===== src/rtl/pipelined_carry_select_adder.sv =====
// pipelined_carry_select_adder
//
// Pipelined carry-select adder/subtractor. The WIDTH-bit operands are cut
// into NSEG = WIDTH/BLOCK segments. Each pipeline stage resolves one
// segment, so the design produces one result per cycle with a short
// critical path.
//
// Stage 0 adds segment 0 with the effective carry-in. Every later stage k
// computes segment k twice, once for carry-in 0 and once for carry-in 1.
// The registered carry from stage k-1 then selects one of the two results.
// Operand bits that have not been used yet travel down the pipe in skew
// registers, alongside the partial sum that has already been resolved.
//
// Subtraction uses a - b - cin = a + ~b + ~cin. So bx = b ^ {WIDTH{sub}}
// and c0 = cin ^ sub. In subtract mode cout = 1 means "no borrow".
//
// Ports:
//   clk        clock, rising edge
//   rst_n      asynchronous active-low reset
//   in_valid   operands valid
//   in_ready   block can accept operands this cycle
//   a, b       WIDTH-bit operands
//   cin        carry-in (add) / borrow-in (subtract)
//   sub        0: a+b+cin, 1: a-b-cin
//   out_valid  result valid
//   out_ready  downstream accepts the result
//   sum        WIDTH-bit result, modulo 2^WIDTH
//   cout       carry out of the MSB
//   ovf        two's-complement signed overflow
module pipelined_carry_select_adder #(
    parameter int WIDTH = 16,
    parameter int BLOCK = 4
) (
    input  logic             clk,
    input  logic             rst_n,
    input  logic             in_valid,
    output logic             in_ready,
    input  logic [WIDTH-1:0] a,
    input  logic [WIDTH-1:0] b,
    input  logic             cin,
    input  logic             sub,
    output logic             out_valid,
    input  logic             out_ready,
    output logic [WIDTH-1:0] sum,
    output logic             cout,
    output logic             ovf
);

    localparam int NSEG = (BLOCK >= 1) ? (WIDTH / BLOCK) : 1;
    localparam bit BAD_PARAMS = (BLOCK < 1) ? 1'b1 : ((WIDTH % BLOCK) != 0);

    // Reject any geometry that does not split into whole segments.
    generate
        if (BAD_PARAMS) begin : g_param_check
            $error("pipelined_carry_select_adder: WIDTH must be a positive multiple of BLOCK");
        end
    endgenerate

    // Effective operands after folding in the subtract control.
    logic [WIDTH-1:0] bx_in;
    logic             c0_in;

    // Per-stage pipeline state (_q) and the value each stage would load (_d).
    logic [WIDTH-1:0] sum_q   [NSEG];
    logic [WIDTH-1:0] sum_d   [NSEG];
    logic [WIDTH-1:0] a_q     [NSEG];
    logic [WIDTH-1:0] a_d     [NSEG];
    logic [WIDTH-1:0] bx_q    [NSEG];
    logic [WIDTH-1:0] bx_d    [NSEG];
    logic             carry_q [NSEG];
    logic             carry_d [NSEG];
    logic             valid_q [NSEG];
    logic             valid_d [NSEG];

    logic             ovf_q;
    logic             ovf_d;

    // Segment adder results. The top bit of each is the segment carry-out.
    logic [BLOCK:0]   seg0_res;
    logic [BLOCK:0]   seg_c0;
    logic [BLOCK:0]   seg_c1;
    logic [BLOCK:0]   seg_sel;

    logic             advance;

    assign bx_in = b ^ {WIDTH{sub}};
    assign c0_in = cin ^ sub;

    // Stalls are global. The pipe moves as a whole whenever the output slot
    // is empty or is being drained, so the ready path is a single gate.
    assign advance  = ~out_valid | out_ready;
    assign in_ready = advance;

    // Next-state logic for every stage.
    // Stage 0 adds segment 0 with the effective carry-in. Stage k selects
    // between two precomputed segment sums using stage k-1's registered
    // carry. Resolved low segments and the still-unused operand bits are
    // copied forward unchanged. The overflow flag is computed here, from
    // the last stage's incoming values, so that ovf comes straight from a
    // flop.
    always_comb begin
        seg0_res = '0;
        seg_c0   = '0;
        seg_c1   = '0;
        seg_sel  = '0;
        for (int k = 0; k < NSEG; k++) begin
            sum_d[k]   = '0;
            a_d[k]     = '0;
            bx_d[k]    = '0;
            carry_d[k] = 1'b0;
            valid_d[k] = 1'b0;
        end

        seg0_res = {1'b0, a[BLOCK-1:0]} + {1'b0, bx_in[BLOCK-1:0]}
                 + {{BLOCK{1'b0}}, c0_in};
        sum_d[0][BLOCK-1:0] = seg0_res[BLOCK-1:0];
        carry_d[0]          = seg0_res[BLOCK];
        a_d[0]              = a;
        bx_d[0]             = bx_in;
        valid_d[0]          = in_valid;

        for (int k = 1; k < NSEG; k++) begin
            seg_c0  = {1'b0, a_q[k-1][k*BLOCK +: BLOCK]}
                    + {1'b0, bx_q[k-1][k*BLOCK +: BLOCK]};
            seg_c1  = {1'b0, a_q[k-1][k*BLOCK +: BLOCK]}
                    + {1'b0, bx_q[k-1][k*BLOCK +: BLOCK]}
                    + {{BLOCK{1'b0}}, 1'b1};
            seg_sel = carry_q[k-1] ? seg_c1 : seg_c0;

            sum_d[k]                   = sum_q[k-1];
            sum_d[k][k*BLOCK +: BLOCK] = seg_sel[BLOCK-1:0];
            carry_d[k]                 = seg_sel[BLOCK];
            a_d[k]                     = a_q[k-1];
            bx_d[k]                    = bx_q[k-1];
            valid_d[k]                 = valid_q[k-1];
        end

        ovf_d = (a_d[NSEG-1][WIDTH-1] == bx_d[NSEG-1][WIDTH-1])
             && (sum_d[NSEG-1][WIDTH-1] != a_d[NSEG-1][WIDTH-1]);
    end

    // Pipeline registers.
    // Reset clears every stage, so nothing in flight can reappear after
    // reset is released. When the pipe is stalled, every stage keeps its
    // value. This holds the output stable and keeps bubbles where they are.
    always_ff @(posedge clk or negedge rst_n) begin
        if (!rst_n) begin
            for (int k = 0; k < NSEG; k++) begin
                sum_q[k]   <= '0;
                a_q[k]     <= '0;
                bx_q[k]    <= '0;
                carry_q[k] <= 1'b0;
                valid_q[k] <= 1'b0;
            end
            ovf_q <= 1'b0;
        end else if (advance) begin
            for (int k = 0; k < NSEG; k++) begin
                sum_q[k]   <= sum_d[k];
                a_q[k]     <= a_d[k];
                bx_q[k]    <= bx_d[k];
                carry_q[k] <= carry_d[k];
                valid_q[k] <= valid_d[k];
            end
            ovf_q <= ovf_d;
        end
    end

    assign out_valid = valid_q[NSEG-1];
    assign sum       = sum_q[NSEG-1];
    assign cout      = carry_q[NSEG-1];
    assign ovf       = ovf_q;

endmodule


===== config.mk =====
export PLATFORM = sky130hd
export DESIGN_NAME = pipelined_carry_select_adder
export DESIGN_NICKNAME = d
export VERILOG_FILES = /design/src/rtl/pipelined_carry_select_adder.sv
export SDC_FILE = /design/constraint.sdc
export NUM_CORES = 1
export LEC_CHECK = 0
export BUFFER_PORTS_ARGS = -buffer_cell sky130_fd_sc_hd__buf_4
export CAP_MARGIN = 5
export CORE_MARGIN = 1
export CORE_UTILIZATION = 40
export CTS_CLUSTER_SIZE = 25
export DETAILED_ROUTE_END_ITERATION = 16
export GPL_TIMING_DRIVEN = 1
export PLACE_DENSITY = 0.64
export SYNTH_ARGS = -nofsm -noshare
export SYNTH_HDL_FRONTEND = slang
export SYNTH_SLANG_ARGS = --single-unit
export TNS_END_PERCENT = 100

===== constraint.sdc =====
create_clock -name clk -period 2.2 [get_ports clk]
set_input_delay 0.44 -clock clk [delete_from_list [all_inputs] [get_ports clk]]
set_output_delay 0.44 -clock clk [all_outputs]
set_load 0.05 [all_outputs]

# Word-level counts from Yosys, hierarchy flattened
# Cells that the tools add are included.
[word_totals]
reg_bits = 145
input_bits = 38
out_inout_bits = 20
wordCells = 37
[op_classes]
add_sub_neg = 8
n_eq_ne = 2
mux = 3
bitwise_logic = 4
n_reduce_logical = 1
[op_table]
columns = ["cell", "count"]
rows = [
  ["$add 4x4->5", 4],
  ["$xor 16x16->16", 1],
  ["$add 5x1->5 const B", 3],
  ["$mux 5", 3],
  ["$add 5x1->5", 1],
  ["$eq 1x1->1", 1],
  ["$logic_and 1x1->1", 1],
  ["$ne 1x1->1", 1],
  ["$not 1->1", 1],
  ["$or 1x1->1", 1],
  ["$xor 1x1->1", 1],
]

# Logic depth before layout (Yosys ltp)
[logic_depth]
depth_word = 5
depth_mapped = 10
mapped_depth_nobuf = 10

# Worst setup path before layout
# OpenSTA, ideal clock, no wires.
[synth_path]
path_type = "in2reg"
start = "input port sub"
end = "register carry_q[3] (netlist name)"
setup_ns = 0.164
arrival_ns = 2.228
t_required_ns = 2.036
setup_slack_ns = -0.192
cell_stages = 8
n_path_buf = 2
cell_sequence = "buf_2 > buf_2 > xor2_1 > fa_1 > fa_1 > a21o_1 > a21oi_1 > a21oi_1"
[synth_via]
elab_chain_cells = 3
elab_cells_between_ends = 4
cone_classes = "add/sub (2); bitwise (2)"
[synth_lines]
columns = ["element", "line", "text"]
rows = [
  ["start: declaration", "41", "input logic sub,"],
  ["$xor 16x16->16", "86", "assign bx_in = b ^ {WIDTH{sub}};"],
  ["$add 4x4->5", "114", "seg0_res = {1'b0, a[BLOCK-1:0]} + {1'b0, bx_in[BLOCK-1:0]}"],
  ["$add 5x1->5 (*)", "115", "+ {{BLOCK{1'b0}}, c0_in};"],
  ["end signal: indexed assignment", "161", "carry_q[k] <= carry_d[k];"],
  ["end: declaration", "70", "logic carry_q [NSEG];"],
]
# Mark *: on every way between the ends. The rest lies on a longest branch, timed or not.
# A chain may end at the register's enable or synchronous reset.

# Final worst setup path
[layout_path]
start = "register a_q (netlist bit a_d[36])"
end = "register carry_q[2] (netlist name)"
[layout_via]
elab_chain_cells = 3
[layout_lines]
columns = ["element", "line", "text"]
rows = [
  ["start: declaration", "66", "logic [WIDTH-1:0] a_q [NSEG];"],
  ["start signal: indexed assignment", "159", "a_q[k] <= a_d[k];"],
  ["$add 4x4->5 (*)", "124, 126", ""],
  ["$add 5x1->5", "127", "+ {{BLOCK{1'b0}}, 1'b1};"],
  ["$mux 5 (*)", "128", "seg_sel = carry_q[k-1] ? seg_c1 : seg_c0;"],
]
# Marked as above.

==> results.md <==
* Run status: completed
* N_diodes at 0
* Hold Crit Start: a[9]
* GP Congestion at between 0.8 and 0.9
* Syn Area/Cell at about 9.2 um2
* Average wire per standard cell at ~12 um
* Gate Count Post-Synth at around 490
* Vias in the first global route at around 3,100
* Final-stage net count at between 500 and 600
* Sequential fraction of the synthesis area at between 50% and 60%
* Via count at approximately 3,100
* Final Slew Violations at 0
* Total Power at 0.00806 W
* Setup Buffers After CTS at 0
* Fmax at between 400 and 500 MHz
* CTS sink count at between 90 and 100
* Worst Skew at between 9 and 10 ps
* Critical Path Source Type: flip-flop
* Max Cap Viol at 0
* CP Cell Sequence: ha_2 -> fa_1 -> ha_1 -> nand2_2 -> nor4b_4 -> xor2_1 -> a21oi_1
* CTS Root Cell: clkbuf_8
* Pwr/cell area at roughly 1500 nW/um2
* Crit path launch: a_d[36]
* End-of-flow core utilization at approximately half
* Die H at 108 um
* Vias per std cell at ~4.6
* CP endpoint kind: flip-flop
* Fin. Hold Viols at 0
* H-tree levels at 3
* DR iter-0 viols at 124
* Die area at 11,600 um2
* Clk_lat worst skew at 350 ps
* Top cell type's share of synthesized area at 54.3%
* DIE WIDTH at between 100 and 150 um
* CTS tree: yes
* Grt peak-use layer: met2
* FFs w/ async S/R, synth at between 90% and 100%
* Yosys reg bits at between 90 and 100
* Placed wire-length estimate at roughly 5600 um
* Min Tclk post-route at 2090 ps
* Worst path slowest cell: fa_1
* First-pass GRT wire length at 14,400 um
* CP arrival at ~2300 ps
* Routed wire length at around 8100 um
* Crit-path max cell delay at approximately 550 ps
* Cell area after synthesis at approximately 4500 um2
* Antenna-violating nets left at 0
* Fraction of layout cells with a size suffix above 1 at between 10% and 20%
* Max VDD drop at between 0.0008 and 0.0009 V
* Ys Warns at 0
* Initial core utilization at 41.1%
* Syn-to-layout area delta at 19.2%
* Core Footprint at about 11,000 um2
* Reg clk slew, reported paths at 100 ps
* Synth area leader: dfrtp_1
* Ports at a little under 60
* Routing usage on met3 at under 10%
* Worst Hold Class: primary input to flip-flop
* Final worst-path cycle share at a little over nine tenths
* Most used DFF post-synth: dfrtp_1
* RR Startpoint: a_d[36]
* Yosys cell types at 28
* Initial DRT Pass Iterations at 4
* Leak Pwr at approximately 2.7 nW
* Critical path buffers and inverters at 0
* Top area cells in the synthesized netlist: dfrtp_1, nand2_1, ha_1
* GR Util met2 at between 20% and 30%
* CTS Buf Count at 9
* Worst-path fanout max at 3
* Crit path kind: flip-flop to flip-flop
* Post-Syn Nets at 547
* DRC Markers at 0
* GRT overflow at 0
* I/O Buffers at 57
* Overall routing resource usage at between 10% and 20%
* Initial antenna violation count at 0
* Number of synthesized flops with an enable pin at 0
* Largest net degree at the start of global routing at 110
* CP delay by family, top: adder cells
* Filler cells at 1,061
* Crit path required time at 2400 ps
* Clk buf depth at 2
* Num rows at 38
* Met1 Usage GRT at a little under a quarter
* Setup violators final at 0
* Actual slew at the worst max-slew pin at 487 ps
* Slew HR at about 68%
synthesized netlist by cell type, types with 3 or more instances:
| cell type | number |
|---|---|
| a21o_1 | 3 |
| a21oi_1 | 19 |
| buf_2 | 11 |
| clkbuf_1 | 11 |
| dfrtp_1 | 97 |
| fa_1 | 5 |
| ha_1 | 18 |
| inv_1 | 8 |
| mux2i_1 | 3 |
| nand2_1 | 218 |
| nand3_1 | 3 |
| nor2_1 | 14 |
| o21ai_0 | 24 |
| xnor2_1 | 22 |
| xor2_1 | 12 |
kinds of logic after synthesis:
family,share of synthesized area (%)
and+or+nand+nor,21.6
muxes,0.671
AOI/OAI and AO/OA,5.79
buffers and inverters,2.99
DFF,54.3
adders and majority gates,7.27
xor gates and xnor gates,7.38
final timing paths:
path,endpoint,slack [ps],depth (start not counted)
min in group asynchronous,bx_d[47],430,2
max in group asynchronous,bx_d[24],1220,3
setup / recovery,carry_q[2],110,7
hold / removal,a_d[41],270,3
hold reg to reg,sum[10],470,2
setup reg to reg,carry_q[2],110,7
tightest hold or removal path, delay by kind of cell:
kind | cells | cell delay, ps
simple gates | 2 | 90
buf+inv | 1 | 70
sequential cells by signal (all words and copies together) (netlist names):
| name | flops |
|---|---|
| a_d | 24 |
| bx_d | 24 |
| sum_d | 24 |
| sum | 16 |
| carry_q | 3 |
| valid_d | 3 |
| cout | 1 |
| out_valid | 1 |
| ovf | 1 |
repair_timing:
action,in CTS,in global routing
setup endpoints to repair,1,3
endpoints found under the hold margin,2,0
hold buffers,1,0
resized for setup,1,7
pin swaps,0,7
layout make-up:
cell class | instances | area (um2) | share of cell area [%]
Inverter | 8 | 30.0 | 0.563
Clock inverter | 6 | 90.1 | 1.69
Multi-Input combinational cell | 357 | 1970 | 36.9
Tap cell | 140 | 175 | 3.28
Timing Repair Buffer | 64 | 508 | 9.52
Sequential cell | 97 | 2430 | 45.5
Clock buffer | 10 | 138 | 2.58
layout by cell type (no fill, tap or decap), types with 3 or more instances in the layout:
cell type  instances
nor2_1            14
inv_1              7
xnor2_1           22
clkbuf_8          10
buf_4             61
fa_1               3
mux2i_1            3
a21o_1             3
dfrtp_1           97
nand3_1            3
a21oi_1           19
ha_1              17
nand2_1          217
o21ai_0           23
xor2_1            12
metrics by stage:
step / setup WS (ps) / setup TNS [ps] / hold WS, ps / std cells / cell area, um2
detailed placement: 31.4 / 0 / 245 / 665 / 5060
global placement: 122 / 0 / 245 / 665 / 5060
global route: -12.3 / -12.3 / 268 / 682 / 5330
finish: 106 / 0 / 275 / 682 / 5330
CTS: 20.6 / 0 / 260 / 682 / 5300
floorplan: 3.34 / 0 / 144 / 486 / 4490
power by group:
group          switching, W  total (W)  internal, W
Sequential         0.000487    0.00306      0.00258
Clock              0.000607    0.00128     0.000676
Combinational       0.00226    0.00371      0.00145
metal layers:
| metal | part of all wire (%) | vias up |
|---|---|---|
| li1 | - | 1631 |
| met1 | 51 | 1454 |
| met2 | 44 | 54 |
| met3 | 3.1 | 7 |
| met4 | 1.2 | 0 |
| met5 | 0 | - |
Note: power is estimated with default switching activity, not from simulation.
